<file path="src/rtl/t03_sram_port_ctrl.sv">
// Request sequencer for the t03 dual-port SRAM macro (port 0 write, port 1 read).
// Registers active-low chip selects and returns captured read data on a valid/ready channel.
module t03_sram_port_ctrl #(
    parameter int ADDR_WIDTH = 10,
    parameter int DATA_WIDTH = 32
) (
    input  logic                  clk,
    input  logic                  nrst,
    input  logic                  wr_valid,
    output logic                  wr_ready,
    input  logic [ADDR_WIDTH-1:0] wr_addr,
    input  logic [DATA_WIDTH-1:0] wr_data,
    input  logic                  rd_valid,
    output logic                  rd_ready,
    input  logic [ADDR_WIDTH-1:0] rd_addr,
    output logic                  rsp_valid,
    input  logic                  rsp_ready,
    output logic [DATA_WIDTH-1:0] rsp_data,
    output logic                  busy,
    output logic                  sram_csb0,
    output logic [ADDR_WIDTH-1:0] sram_addr0,
    output logic [DATA_WIDTH-1:0] sram_din0,
    output logic                  sram_csb1,
    output logic [ADDR_WIDTH-1:0] sram_addr1,
    input  logic [DATA_WIDTH-1:0] sram_dout1
);

    typedef enum logic [1:0] {IDLE, ISSUE, WAIT, RESP} state_e;

    state_e                state_q, state_d;
    logic                  csb0_q, csb0_d;
    logic [ADDR_WIDTH-1:0] addr0_q, addr0_d;
    logic [DATA_WIDTH-1:0] din0_q, din0_d;
    logic                  csb1_q, csb1_d;
    logic [ADDR_WIDTH-1:0] addr1_q, addr1_d;
    logic                  rsp_valid_q, rsp_valid_d;
    logic [DATA_WIDTH-1:0] rsp_data_q, rsp_data_d;
    logic                  fwd_hit_q, fwd_hit_d;
    logic [DATA_WIDTH-1:0] fwd_data_q, fwd_data_d;
    logic                  rd_accept;

    assign wr_ready  = 1'b1;
    assign rd_ready  = (state_q == IDLE) | ((state_q == RESP) & rsp_ready);
    assign rd_accept = rd_valid & rd_ready;
    assign busy      = (state_q != IDLE);

    assign sram_csb0  = csb0_q;
    assign sram_addr0 = addr0_q;
    assign sram_din0  = din0_q;
    assign sram_csb1  = csb1_q;
    assign sram_addr1 = addr1_q;
    assign rsp_valid  = rsp_valid_q;
    assign rsp_data   = rsp_data_q;

    always_comb begin
        state_d     = state_q;
        csb0_d      = ~wr_valid;
        addr0_d     = wr_valid ? wr_addr : addr0_q;
        din0_d      = wr_valid ? wr_data : din0_q;
        csb1_d      = 1'b1;
        addr1_d     = addr1_q;
        rsp_valid_d = rsp_valid_q;
        rsp_data_d  = rsp_data_q;
        fwd_hit_d   = fwd_hit_q;
        fwd_data_d  = fwd_data_q;

        unique case (state_q)
            IDLE: begin
                if (rd_accept) state_d = ISSUE;
            end
            ISSUE: begin
                state_d = WAIT;
            end
            WAIT: begin
                rsp_valid_d = 1'b1;
                rsp_data_d  = fwd_hit_q ? fwd_data_q : sram_dout1;
                fwd_hit_d   = 1'b0;
                state_d     = RESP;
            end
            RESP: begin
                if (rsp_ready) begin
                    rsp_valid_d = 1'b0;
                    state_d     = rd_accept ? ISSUE : IDLE;
                end
            end
        endcase

        // A same-edge write to the read address lands on the same negedge
        // as the array read, so its data is forwarded instead.
        if (rd_accept) begin
            csb1_d     = 1'b0;
            addr1_d    = rd_addr;
            fwd_hit_d  = wr_valid & (wr_addr == rd_addr);
            fwd_data_d = wr_data;
        end
    end

    always_ff @(posedge clk or negedge nrst) begin
        if (!nrst) begin
            state_q     <= IDLE;
            csb0_q      <= 1'b1;
            addr0_q     <= '0;
            din0_q      <= '0;
            csb1_q      <= 1'b1;
            addr1_q     <= '0;
            rsp_valid_q <= 1'b0;
            rsp_data_q  <= '0;
            fwd_hit_q   <= 1'b0;
            fwd_data_q  <= '0;
        end else begin
            state_q     <= state_d;
            csb0_q      <= csb0_d;
            addr0_q     <= addr0_d;
            din0_q      <= din0_d;
            csb1_q      <= csb1_d;
            addr1_q     <= addr1_d;
            rsp_valid_q <= rsp_valid_d;
            rsp_data_q  <= rsp_data_d;
            fwd_hit_q   <= fwd_hit_d;
            fwd_data_q  <= fwd_data_d;
        end
    end

endmodule
</file>
<file path="config.mk">
export PLATFORM = sky130hd
export DESIGN_NAME = t03_sram_port_ctrl
export DESIGN_NICKNAME = d
export VERILOG_FILES = /design/src/rtl/t03_sram_port_ctrl.sv
export SDC_FILE = /design/constraint.sdc
export NUM_CORES = 1
export LEC_CHECK = 0
export CAP_MARGIN = 20
export CORE_ASPECT_RATIO = 1.1
export CORE_MARGIN = 5
export CORE_UTILIZATION = 56
export CTS_CLUSTER_SIZE = 28
export DETAILED_ROUTE_END_ITERATION = 8
export DONT_BUFFER_PORTS = 1
export HOLD_SLACK_MARGIN = 0.08
export PLACE_DENSITY = 0.72
export SLEW_MARGIN = 40
export SYNTH_ARGS = -nofsm -noshare
export SYNTH_HDL_FRONTEND = slang
export SYNTH_SLANG_ARGS = --single-unit
export TNS_END_PERCENT = 5
</file>
<file path="constraint.sdc">
create_clock -name clk -period 1.4 [get_ports clk]
set_input_delay 0.21 -clock clk [delete_from_list [all_inputs] [get_ports clk]]
set_output_delay 0.21 -clock clk [all_outputs]
set_load 0.02 [all_outputs]
</file>
### Yosys cells after proc, flatten, opt, wreduce, memory -nomap -nowiden

Cells that the tools add are included.

| operators by class | value |
|---|---|
| equal/unequal tests | 6 |
| mux-type cells | 10 |
| bitwise logic cells | 5 |
| reductions and logical operators | 6 |

Operators by type and width:

| operator | number |
|---|---|
| 32-bit 2-to-1 mux | 1 |
| 10-bit equality test | 1 |
| 2-bit case mux with 4 select lines | 1 |
| 2-bit nonzero test | 3 |
| 1-bit 2-to-1 mux | 5 |
| 2-bit equality test, second input constant | 2 |
| 2-bit 2-to-1 mux | 2 |
| 2-bit inequality test, second input constant | 2 |
| 2-bit AND reduction | 2 |
| 1-bit AND | 3 |
| 2-bit by 1-bit equality test with 1-bit output, second input constant | 1 |
| 2-bit logical NOT | 1 |
| 1-bit case mux with 2 select lines | 1 |
| 1-bit NOT | 1 |
| 1-bit bitwise OR | 1 |

| storage, ports and cells | value |
|---|---|
| register bits after elaboration | 122 |
| input bits | 89 |
| output and inout bits | 90 |
| word-level logic and storage cells | 37 |

### Logic depth before layout (Yosys ltp)

Gate-level depths: netlist of run 1.

| logic depth | value |
|---|---|
| depth in word-level cells | 7 |
| mapped depth | 7 |
| mapped depth without buffers | 6 |

### Least setup slack after synthesis of run 1

Ideal clock, no wire load.

| timing | value |
|---|---|
| path type | reg2reg |
| start point | register state_q[1] |
| end point | register fwd_data_q[10] |
| setup time | 0.125 ns |
| arrival | 1.515 ns |
| required time | 1.275 ns |
| path slack | -0.240 ns |
| cell stages (with the launch flop) | 6 |
| buffers on the path | 1 |
| clock period less this slack | 1.640 ns |
| path through | dfrtp_1 -> ha_1 -> a21o_4 -> nand2_4 -> buf_2 -> mux2_2 |

| on the way | value |
|---|---|
| cells in the longest elaborated chain, start to end | 4 |
| elaborated cells on any way between the ends | 5 |
| those cells by class | eq/ne (1); bitwise (3); reduce/logical (1) |

Ends and longest elaborated chain:

| what | RTL line | source |
|---|---|---|
| start: declaration | 30 | `state_e state_q, state_d;` |
| start signal: assignment | 111 | `state_q <= state_d;` |
| 2-bit equality test | 43 | `assign rd_ready = (state_q == IDLE) \| ((state_q == RESP) & rsp_ready);` |
| 1-bit AND | 43 |  |
| 1-bit bitwise OR * | 43 |  |
| net rd_ready | 14 | `output logic rd_ready,` |
| 1-bit AND * | 44 | `assign rd_accept = rd_valid & rd_ready;` |
| end signal: assignment | 120 | `fwd_data_q <= fwd_data_d;` |
| end: declaration | 39 | `logic [DATA_WIDTH-1:0] fwd_data_q, fwd_data_d;` |

The timed path passes the listed nets; every way through them passes the cells marked *.
A chain may end at the register's enable or synchronous reset.

### Worst setup path in the final report of run 1

| timing | value |
|---|---|
| start point | register state_q[1] |
| end point | output port rd_ready |

| on the way | value |
|---|---|
| cells in the longest elaborated chain, start to end | 3 |
| elaborated cells on any way between the ends | 4 |
| those cells by class | eq/ne (1); bitwise (2); reduce/logical (1) |

Ends and longest elaborated chain:

| what | RTL line |
|---|---|
| 2-bit equality test | 43 |
| 1-bit AND | 43 |
| 1-bit bitwise OR * | 43 |
| end: declaration | 14 |

Mark *: on every way between the ends. The rest lies on a longest branch, timed or not.

==> results of run 1 <==
repair_timing:
action / 4_1_cts / 5_1_grt
gates cloned: 0 / 2
pin swaps: 3 / 1
buffers inserted: 1 / 4
resized for setup: 18 / 23
endpoints found under the setup margin: 47 / 66
endpoints found under the hold margin: 243 / 122
through the flow:
step	utilization	std cells	area (µm²)
global route	0.804	602	7060
global placement	0.600	476	5270
CTS	0.784	596	6890
finish	0.804	602	7060
detailed placement	0.600	476	5270
floorplan	-	359	5010
registers in the layout (all words and copies together), names as in the netlist:
name	flops
sram_addr0	10
fwd_hit_q	1
sram_addr1	10
fwd_data_q	32
rsp_data	32
state_q	2
sram_din0	32
sram_csb1	1
sram_csb0	1
rsp_valid	1
critical path: cells and delay by family, from the launching register on:
family,cells,cell delay [ns]
flip-flops,1,0.41
AO/OA/AOI/OAI,1,0.22
adder cells (fa/ha/maj),1,0.20
buffers and inverters,1,0.13
cell usage after synthesis:
cell type and number:
nand2_4 1, mux2_2 85, inv_1 6, nand4_1 2
nor2_1 33, a21oi_1 33, xnor2_1 10, conb_1 1
a21o_4 1, dfrtp_1 120, nand3b_1 1, o21bai_1 1
nand3_1 1, dfstp_2 2, mux2i_1 32, clkbuf_1 7
nand2_1 1, o22ai_1 2, buf_2 12, or4_1 1
ha_1 4, a2111oi_0 1, buf_1 1, buf_4 1
report_power, final:
group          internal [W]  switching, W  total, W
combinational       0.00232       0.00164   0.00396
clock               0.00330       0.00148   0.00478
sequential          0.00479       0.00182   0.00662
layer usage:
layer | GRT usage | vias to the layer above | routed length [µm]
met5 | 0 | - | 7
met2 | 0.376 | 139 | 6350
li1 | - | 1489 | -
met3 | 0.101 | 26 | 1180
met1 | 0.285 | 1667 | 5050
met4 | 0.0859 | 2 | 238
how the worst min path moves through the flow:
stage,from,endpoint,slack (ns),cells past startpoint
global placement,nrst,sram_din0[9],-0.08,0
finish,nrst,rsp_data[9],-0.60,0
global route,nrst,rsp_data[23],-0.63,0
CTS,nrst,rsp_data[9],-0.62,0
floorplan,nrst,fwd_data_q[0],-0.09,0
detailed placement,nrst,rsp_data[9],-0.08,0
kinds of logic after synthesis:
kind of cell | after synthesis
and+or+nand+nor | 40
muxes | 117
DFF | 122
xor gates and xnor gates | 10
adders and majority gates | 4
other | 1
buffers and inverters | 27
AOI/OAI and AO/OA | 38
cell type report:
cell class,count,area [µm²]
Tap cell,114,143
Sequential cell,122,3060
Multi-Input combinational cell,211,1970
Clock buffer,24,490
Clock inverter,7,160
Inverter,6,22.5
Fill cell,484,1720
Timing Repair Buffer,118,1220
==> results.md, run 1 <==
- Fin. max-slew vios: 0
- Slowest cell delay on critical path: 0.41 ns
- Crit path time final: 1.67 ns
- Setup Crit Path Kind: reg -> out
- Post-synthesis area per instance: 13.9 µm²
- Detailed Place HPWL: 6910 µm
- Arrival time worst endpoint: 1.46 ns
- Crit path to: rd_ready
- Antenna violations before repair: 1
- Post-synthesis sequential area ratio: 0.614
- Startpoint Class: flop
- Reg2reg start: state_q[1]
- Reg-to-reg setup timing slack: -0.26 ns
- Compound-Gate Fraction of Synth Area: 0.0420
- Die width: 99.9 µm
- Yosys reg bits: 122
- R2R cell count: 6
- Fin Hold WS: -0.600 ns
- RSZ-0062 raised after global routing: true
- Crit path capture type: primary output
- Worst slew pin tran: 0.530 ns
- Placeable Area: 8780 µm²
- Starting Density: 0.566
- Layout Nets: 569
- Synth area leaders: dfrtp_1 (60%), mux2_2 (19%), mux2i_1 (6.4%), a21oi_1 (3.3%), nor2_1 (2.5%)
- First-iteration detailed-routing DRC count: 97
- DR vias: 3323
- Worst r2r dst: fwd_data_q[30]
- Final GP Congestion: 0.787
- Pwr/cell area: 2170 nW/µm²
- Yosys warns: 0
- Crit path from: state_q[1]
- Post-route setup slack: -0.266 ns
- Vias in the first global route: 3685
- Yosys cell types: 24
- Fin. Hold Viols: 122
- DRT antenna net count: 0
- First-pass GRT wire length: 19500 µm
- Post-Syn Nets: 452
- Outcome: complete, but fails checks
- Commonest non-fill, non-tap cell in the layout: dfrtp_1
- Final Cycle Share: 1.19
- Max H-tree Level: 4
- Leak: 3.04 nW
- Port bufs: 0
- CTS Root Buffer Type: clkbuf_8
- Most frequent cells in the layout: dfrtp_1 (119), dlygate4sd3_1 (87), mux2_2 (60)
- Setup slack at placement: -0.195 ns
- Drt via density: 5.52
- Die ar.: 10900 µm²
- Clk sinks: 122
- Clk_lat worst skew: 0.50 ns
- Worst Path Max Fanout: 3
- Setup violations, final: 47
- Die height: 109 µm
- Achievable Freq: 600 MHz
- Top-level port count: 179
- Hold Crit Class: in -> async
- CTS tree: done
- Critical path data required time: 1.19 ns
- Num CTS Buffers: 17
- Area grow syn2layout: 42.0%
- Crit-path cells: ha_2 -> a21o_4 -> buf_6
- Row cnt: 36
- Layout cells sized above 1: 0.330
- WL per Instance: 21.3 µm
- GRT Resource Usage Total: 0.235
- Post-Synth Simple-Gate Area: 0.0345
- Number of diodes: 0
- Clk buf depth: 2
- Yosys top cell area share: 0.604
- Max VDD drop: 1.21 mV
- Clk slew on worst S/H paths: 0.06 ns
- Post-synthesis adder-cell area fraction: 0.0101
- Yosys top cell by area: dfrtp_1
- Max stage delay cell, worst path: dfrtp_1
- # hold bufs at CTS: 88
- Design Power: 0.0154 W
- DRC viols: 0
- Mux cell area share after synthesis: 0.257
- Syn Inst Count: 359
- TritonRoute pass-1 iters: 4
- Congestion Overflow GR: 0
- Xor and xnor fraction of the mapped netlist area: 0.0176
- Failing checks: negative hold slack, negative setup slack
- Slew headroom: 0.645
- Max-capacitance violation count: 0
- TNS Setup: -10.37 ns
- Worst Skew: 0.00725 ns
- Largest family of logic cells by synthesized area: multiplexers
- Final wirelength: 12800 µm
- Cell Area, Synth: 4970 µm²
- Largest net degree at the start of global routing: 123
(Power assumes the default switching activity.)
==> run 2, diff against run 1 <==
Settings changed: SLEW_MARGIN 40 to 15.
==> results of run 2 <==
The final DEF is identical to that of run 1; final timing and power are the same.
